File: src/rtl/isp8_scratch_arb_pkg.sv
// Shared encodings for the isp8 scratchpad arbiter: FSM states, port IDs and arbitration modes.
package isp8_scratch_arb_pkg;

  typedef enum logic [2:0] {
    INIT   = 3'd0,
    CLEAR  = 3'd1,
    IDLE   = 3'd2,
    ACCESS = 3'd3,
    DONE   = 3'd4
  } state_e;

  localparam logic PORT_A = 1'b0;
  localparam logic PORT_B = 1'b1;

  localparam int unsigned RR    = 0;
  localparam int unsigned FIXED = 1;

endpackage

File: src/rtl/isp8_rr_pick.sv
// Two-way winner select for the scratchpad arbiter; purely combinational, no latency.
// Round-robin gives a tie to the port that was not served last; fixed mode always favours A.
module isp8_rr_pick
  import isp8_scratch_arb_pkg::*;
#(
  parameter int unsigned ARB_MODE = RR
) (
  input  logic a_req_i,
  input  logic b_req_i,
  input  logic last_gnt_i,
  output logic any_o,
  output logic win_o
);

  always_comb begin
    any_o = a_req_i | b_req_i;
    win_o = PORT_A;
    if (a_req_i && b_req_i) begin
      win_o = (ARB_MODE == FIXED) ? PORT_A : ~last_gnt_i;
    end else if (b_req_i) begin
      win_o = PORT_B;
    end
  end

endmodule

File: src/rtl/isp8_scratch_arb.sv
// Serialises two masters onto the 32x8 scratchpad (async read, sync write); 3 cycles per access.
// Requests are held pending until acked, including during the post-reset zero-fill.
module isp8_scratch_arb
  import isp8_scratch_arb_pkg::*;
#(
  parameter int unsigned AW       = 5,
  parameter int unsigned DW       = 8,
  parameter int unsigned ARB_MODE = RR,
  parameter int unsigned CLEAR_EN = 1
) (
  input  logic          clk_i,
  input  logic          rst_n_i,
  input  logic          a_req_i,
  input  logic          a_we_i,
  input  logic [AW-1:0] a_addr_i,
  input  logic [DW-1:0] a_wdata_i,
  output logic [DW-1:0] a_rdata_o,
  output logic          a_ack_o,
  input  logic          b_req_i,
  input  logic          b_we_i,
  input  logic [AW-1:0] b_addr_i,
  input  logic [DW-1:0] b_wdata_i,
  output logic [DW-1:0] b_rdata_o,
  output logic          b_ack_o,
  output logic [AW-1:0] ram_addr_o,
  output logic [DW-1:0] ram_wdata_o,
  output logic          ram_we_o,
  input  logic [DW-1:0] ram_rdata_i,
  output logic          init_done_o,
  output logic          busy_o
);

  localparam logic [AW-1:0] CLR_LAST = '1;

  state_e        state_q;
  logic          gnt_q;
  logic          last_gnt_q;
  logic [AW-1:0] clr_cnt_q;
  logic          a_ack_q;
  logic          b_ack_q;
  logic [DW-1:0] a_rdata_q;
  logic [DW-1:0] b_rdata_q;
  logic          init_done_q;
  logic          req_any_d;
  logic          win_d;

  isp8_rr_pick #(
    .ARB_MODE (ARB_MODE)
  ) u_pick (
    .a_req_i    (a_req_i),
    .b_req_i    (b_req_i),
    .last_gnt_i (last_gnt_q),
    .any_o      (req_any_d),
    .win_o      (win_d)
  );

  always_ff @(posedge clk_i or negedge rst_n_i) begin
    if (!rst_n_i) begin
      state_q     <= INIT;
      gnt_q       <= PORT_A;
      last_gnt_q  <= PORT_B;
      clr_cnt_q   <= '0;
      a_ack_q     <= 1'b0;
      b_ack_q     <= 1'b0;
      a_rdata_q   <= '0;
      b_rdata_q   <= '0;
      init_done_q <= 1'b0;
    end else begin
      // Acks are single-cycle: raised on leaving ACCESS, dropped on leaving DONE.
      a_ack_q <= 1'b0;
      b_ack_q <= 1'b0;
      case (state_q)
        INIT: begin
          if (CLEAR_EN != 0) begin
            state_q <= CLEAR;
          end else begin
            state_q     <= IDLE;
            init_done_q <= 1'b1;
          end
        end
        CLEAR: begin
          clr_cnt_q <= clr_cnt_q + 1'b1;
          if (clr_cnt_q == CLR_LAST) begin
            init_done_q <= 1'b1;
            state_q     <= IDLE;
          end
        end
        IDLE: begin
          if (req_any_d) begin
            gnt_q   <= win_d;
            state_q <= ACCESS;
          end
        end
        ACCESS: begin
          if (gnt_q == PORT_A) begin
            a_ack_q <= 1'b1;
            if (!a_we_i) a_rdata_q <= ram_rdata_i;
          end else begin
            b_ack_q <= 1'b1;
            if (!b_we_i) b_rdata_q <= ram_rdata_i;
          end
          last_gnt_q <= gnt_q;
          state_q    <= DONE;
        end
        DONE: begin
          state_q <= IDLE;
        end
        default: begin
          state_q <= INIT;
        end
      endcase
    end
  end

  // RAM strobes depend only on registered state/grant/counter plus the granted port's stable bus.
  always_comb begin
    ram_addr_o  = '0;
    ram_wdata_o = '0;
    ram_we_o    = 1'b0;
    case (state_q)
      CLEAR: begin
        ram_addr_o = clr_cnt_q;
        ram_we_o   = 1'b1;
      end
      ACCESS: begin
        if (gnt_q == PORT_B) begin
          ram_addr_o  = b_addr_i;
          ram_wdata_o = b_wdata_i;
          ram_we_o    = b_we_i;
        end else begin
          ram_addr_o  = a_addr_i;
          ram_wdata_o = a_wdata_i;
          ram_we_o    = a_we_i;
        end
      end
      default: begin
      end
    endcase
  end

  assign a_ack_o     = a_ack_q;
  assign b_ack_o     = b_ack_q;
  assign a_rdata_o   = a_rdata_q;
  assign b_rdata_o   = b_rdata_q;
  assign init_done_o = init_done_q;
  assign busy_o      = (state_q != IDLE);

endmodule
File: config.mk
export PLATFORM = sky130hd
export DESIGN_NAME = isp8_scratch_arb
export DESIGN_NICKNAME = d
export VERILOG_FILES = /design/src/rtl/isp8_scratch_arb_pkg.sv /design/src/rtl/isp8_rr_pick.sv /design/src/rtl/isp8_scratch_arb.sv
export SDC_FILE = /design/constraint.sdc
export NUM_CORES = 1
export LEC_CHECK = 0
export CAP_MARGIN = 20
export CORE_ASPECT_RATIO = 0.5
export CORE_MARGIN = 2
export CORE_UTILIZATION = 38
export DETAILED_ROUTE_END_ITERATION = 10
export PLACE_DENSITY = 0.75
export SKIP_LAST_GASP = 1
export SLEW_MARGIN = 0
export SYNTH_ARGS = -nofsm -noshare
export SYNTH_HDL_FRONTEND = slang
export SYNTH_SLANG_ARGS = --single-unit
export TNS_END_PERCENT = 30
File: constraint.sdc
create_clock -name clk_i -period 2.5 [get_ports clk_i]
set_input_delay 0.25 -clock clk_i [delete_from_list [all_inputs] [get_ports clk_i]]
set_output_delay 0.25 -clock clk_i [all_outputs]
set_load 0.05 [all_outputs]
======== Word level (Yosys, flattened, before mapping) ========
Index checks and enable logic that the tools add are counted.
storage, ports and cells
  output and inout bits ................... 34
  input port bits ......................... 40
  register bits after elaboration ......... 29
  logic and storage cells ................. 45
operators by class
  bitwise gates (word level) .............. 5
  reduce and logical (&&, ||, !) cells .... 7
  muxes and demuxes ....................... 15
  equal/unequal tests ..................... 8
  $add $sub $neg .......................... 1
operator list
  operator                                              number
  two-way mux 8 bit                                     2
  one-hot mux 3 bit (5 select lines)                    1
  one-hot mux 5 bit (2 select lines)                    1
  two-way mux 1 bit                                     7
  equality test 3 x 2 -> 1 bit (second input constant)  2
  two-way mux 3 bit                                     2
  AND reduction 2 bit                                   3
  AND reduction 3 bit                                   2
  adder 5 x 1 -> 5 bit (second input constant)          1
  equality test 5 bit (second input constant)           1
  two-way mux 5 bit                                     1
  != test 2 bit (second input constant)                 2
  inverter 1 bit                                        4
  equality test 3 x 1 -> 1 bit (second input constant)  1
  equality test 3 bit (second input constant)           1
  logical NOT 3 bit                                     1
  != test 3 x 2 -> 1 bit (second input constant)        1
  one-hot mux 1 bit (2 select lines)                    1
  logical AND 1 bit                                     1
  bitwise OR 1 bit                                      1

======== Longest topological paths before layout ========
  depth after elaboration ................. 3
  mapped depth ............................ 6
  depth with buffers taken out ............ 6

======== Modules after synthesis ========
Synthesis repeated with hierarchy kept, for this count alone.
second synthesis, totals
  cell total of the unflattened synthesis .. 119
  area, all modules ....................... 1465.2 µm²
modules (own cells, without submodules)
  module            area each (µm²)  instances  sequential area each (µm²)  cells an instance
  isp8_scratch_arb  1451.4           1          726.9                       117
  isp8_rr_pick      13.8             1          0.0                         2

======== Worst setup path after synthesis ========
Ideal clock, no wire load.
  path type ............................... reg-to-output
  start point ............................. register state_q[1]
  end point ............................... output port ram_addr_o[3]
  path slack .............................. 0.238 ns
  data required time ...................... 2.250 ns
  arrival time ............................ 2.012 ns
  cell stages (with the launch flop) ...... 5
  buffers on the path ..................... 2
  path through ............................ dfrtp_1 buf_4 clkbuf_1 nor2_1 a211oi_1
between the ends
  cells in the longest elaborated chain, start to end .. 2
  elaborated cells between the ends (all ways) .. 3
  those cells by class .................... 2 x eq/ne; 1 x mux
ends and longest elaborated chain
  what                                                                          RTL line                 source
  start, declared                                                               isp8_scratch_arb.sv:35   state_e state_q;
  start signal, assigned                                                        isp8_scratch_arb.sv:59   state_q <= INIT;
  start signal, assigned                                                        isp8_scratch_arb.sv:75   state_q <= CLEAR;
  start signal, assigned                                                        isp8_scratch_arb.sv:77   state_q <= IDLE;
  equality test 3 x 2 -> 1 bit or equality test 3 x 1 -> 1 bit (tied branches)  isp8_scratch_arb.sv:120  case (state_q)
  one-hot mux 5 bit (2 select lines) *                                          isp8_scratch_arb.sv:120
  end, declared                                                                 isp8_scratch_arb.sv:25   output logic [AW-1:0] ram_addr_o,
Every way passes the cells marked *; elsewhere a longest branch is shown, timed or not.

======== Worst setup path after layout ========
  start point ............................. register state_q[0]
  end point ............................... output port busy_o
between the ends
  cells in the longest elaborated chain, start to end .. 1
ends and longest elaborated chain
  what                    RTL line                 source
  != test 3 x 2 -> 1 bit  isp8_scratch_arb.sv:146  assign busy_o = (state_q != IDLE);
  end, declared           isp8_scratch_arb.sv:30   output logic busy_o
Every way passes these cells.

==> metrics.cfg <==
[logic_synthesis]
ys_ff_latch = 29
synth_seq_area_share_pct = 49.7
synth_cells = 120
avgSynthCellArea_um2 = 12.2
ys_warn_count = 0
synth_cell_types = 30
synth_nets = 162
synth_area_um2 = 1460

[power_and_ir_drop]
power_density_nw_per_um2 = 860
p_leak_nw = 1.08
ir_drop_mv = 0.596

[cts]
cts_buffer_depth = 2
cts-root-buf = clkbuf_8
worstSkewPairLatency_ns = 0.27
ctsResizeCount = 0
clk_pin_slew_worst_paths_ns = 0.06
htree_levels = 2
cts_setup_buffers = 0
cts_tree = done
cts.sinks = 29
tritoncts.num_buffers = 5
cts_hold_buf = 0

[placed_design]
hpwl_um = 2590
post_dp_cell_area_um2 = 2260
gp_congestion = 0.720
place_ws_ns = 0.652
io_buffers = 73

[sta]
worst_pin_slew_ns = 0.629
layout_setup_ws_ns = 0.377
period_needed_ns = 2.12
worst_clock_skew_ns = 0.00459
rsz0062_at_grt = false
whs_ns = 0.372
finalHoldViolations = 0
setup-violations-final = 0
fmax_mhz = 471
post-route-period-util_pct = 84.9
maxSlewViolCount = 0
slew_headroom_pct = 57.9
tns_ns = 0

[global_routing]
grt_max_degree = 17
grt_use_total_pct = 16.4
antenna_found_initial = 0
grt_pass1_wl_um = 5330
grt_pass1_vias = 1152
gr-total-overflow = 0

[die]
dieArea_um2 = 4390
die_h_um = 47.9
coreArea_um2 = 3570
chipWidth_um = 91.7
fp-row-count = 15
start_util_pct = 41.0
num_io_pins = 74

[drt]
vias_per_cell = 4.76
route.detailed.drc = 0
vias = 1180
wl_per_cell_um = 13.4
drt_iter0_markers = 10
wirelength_um = 3330
ant_nets = 0
firstDrtPassIters = 3

[setup_path]
regToRegSetupSlack_ns = 0.70
path_cells = nor3b_1, inv_1, clkdlybuf4s50_1
crit_path_start_kind = flip-flop
crit_arrival_ns = 1.87
slowest_delay_ns = 0.70
cp_slowest_cell = clkdlybuf4s50_1
r2r-start = state_q[2]
cp_max_fo = 7
r2r_end = a_rdata_o[4]
cp.required_ns = 2.25
path_buf_inv = 2
end_kind = primary output
path_delay_family = buffers and inverters
path_class = flip-flop to primary output
ff2ff_path_depth = 3

[worst_hold_path]
hold_path.class = primary input to async pin

[cells_and_area]
layout.nets = 238
n_antenna_cell = 0
drive_above_1_share_pct = 23.4
area_growth_syn_to_layout_pct = 60.4
design_area_um2 = 2350

[job]
maxCapViolations = 0

[status]
status = completed

[layout make-up]
type | instances | area (um2)
Clock inverter | 2 | 10.0
Timing Repair Buffer | 76 | 781
Sequential cell | 29 | 727
Clock buffer | 6 | 72.6
Fill cell | 309 | 1220
Tap cell | 51 | 63.8
Inverter | 3 | 11.3
Multi-Input combinational cell | 81 | 681
[layout by cell type (no fill, tap or decap), types with 2 or more instances in the layout]
master / count
a211oi_1: 5
a21o_1: 2
buf_12: 5
buf_4: 12
clkbuf_8: 5
clkdlybuf4s50_1: 59
clkinv_2: 2
dfrtp_1: 28
ha_1: 2
inv_1: 3
mux2_2: 10
mux2_4: 8
mux2i_1: 14
nand2_1: 4
nand2b_1: 2
nor2_1: 17
nor3b_1: 2
o21ai_0: 2
xnor2_1: 2
[cell usage after synthesis]
cell / number / area, um2
nor2_1: 17 / 63.8
a21o_1: 2 / 15.0
buf_4: 2 / 15.0
dfstp_2: 1 / 26.3
mux2_2: 10 / 113
nor2b_1: 1 / 6.26
buf_6: 1 / 11.3
xor2_1: 1 / 8.76
a211oi_1: 5 / 37.5
clkbuf_1: 2 / 7.51
nand3b_4: 1 / 20.0
nand2b_1: 2 / 12.5
mux2_4: 8 / 120
buf_2: 2 / 10.0
nor3b_1: 2 / 15.0
nand2_1: 4 / 15.0
ha_1: 2 / 25.0
nor3b_2: 1 / 12.5
nor2_2: 1 / 6.26
a32o_1: 1 / 10.0
dfrtp_1: 28 / 701
inv_1: 3 / 11.3
nand4_1: 1 / 6.26
o21ai_0: 2 / 10.0
xnor2_1: 2 / 17.5
mux2i_1: 14 / 140
a21oi_1: 1 / 5.00
and3_1: 1 / 6.26
or3_1: 1 / 6.26
o22a_1: 1 / 8.76
[layer usage]
metal / global-route usage, % / routed length (um) / share of wire (%)
met5: 0 / 0 / 0
met4: 5.37 / 25 / 0.75
met3: 5.83 / 204 / 6.1
met2: 30.6 / 1670 / 50
met1: 18.6 / 1430 / 43
[cell families after synthesis]
family | share of synthesized area (%)
adder cells (fa/ha/maj) | 1.71
buffers and inverters | 3.76
multiplexers | 25.5
AND/OR/NAND/NOR | 11.6
XOR/XNOR | 1.80
flip-flops | 49.7
AO/OA/AOI/OAI | 5.90
[power breakdown]
part | internal, mW | total (mW) | leakage [nW] | switching (mW)
sequential | 0.568 | 0.652 | 0.363 | 0.0844
clock | 0.192 | 0.354 | 0.0450 | 0.162
combinational | 0.475 | 1.01 | 0.677 | 0.537
[stage by stage]
step / cells / util, % / power, mW
6_report: 248 / 65.8 / 2.02
3_5_place_dp: 240 / 63.5 / 1.68
5_1_grt: 248 / 65.8 / 2.13
3_3_place_gp: 240 / 63.5 / 1.66
4_1_cts: 248 / 65.8 / 2.04
2_1_floorplan: 120 / - / 1.24
[worst max path at each step]
stage | cells past startpoint | endpoint | start
3_3_place_gp | 3 | busy_o | state_q[0]
3_5_place_dp | 3 | busy_o | state_q[0]
4_1_cts | 3 | busy_o | state_q[0]
2_1_floorplan | 4 | ram_addr_o[3] | state_q[1]
5_1_grt | 3 | busy_o | state_q[0]
6_report | 3 | busy_o | state_q[0]
[state kept, by name, summed over array words and instances (netlist names)]
register     cells
state_q          3
clr_cnt_q        5
last_gnt_q       1
init_done_o      1
b_rdata_o        8
gnt_q            1
b_ack_o          1
a_ack_o          1
a_rdata_o        8
(Power assumes the default switching activity.)
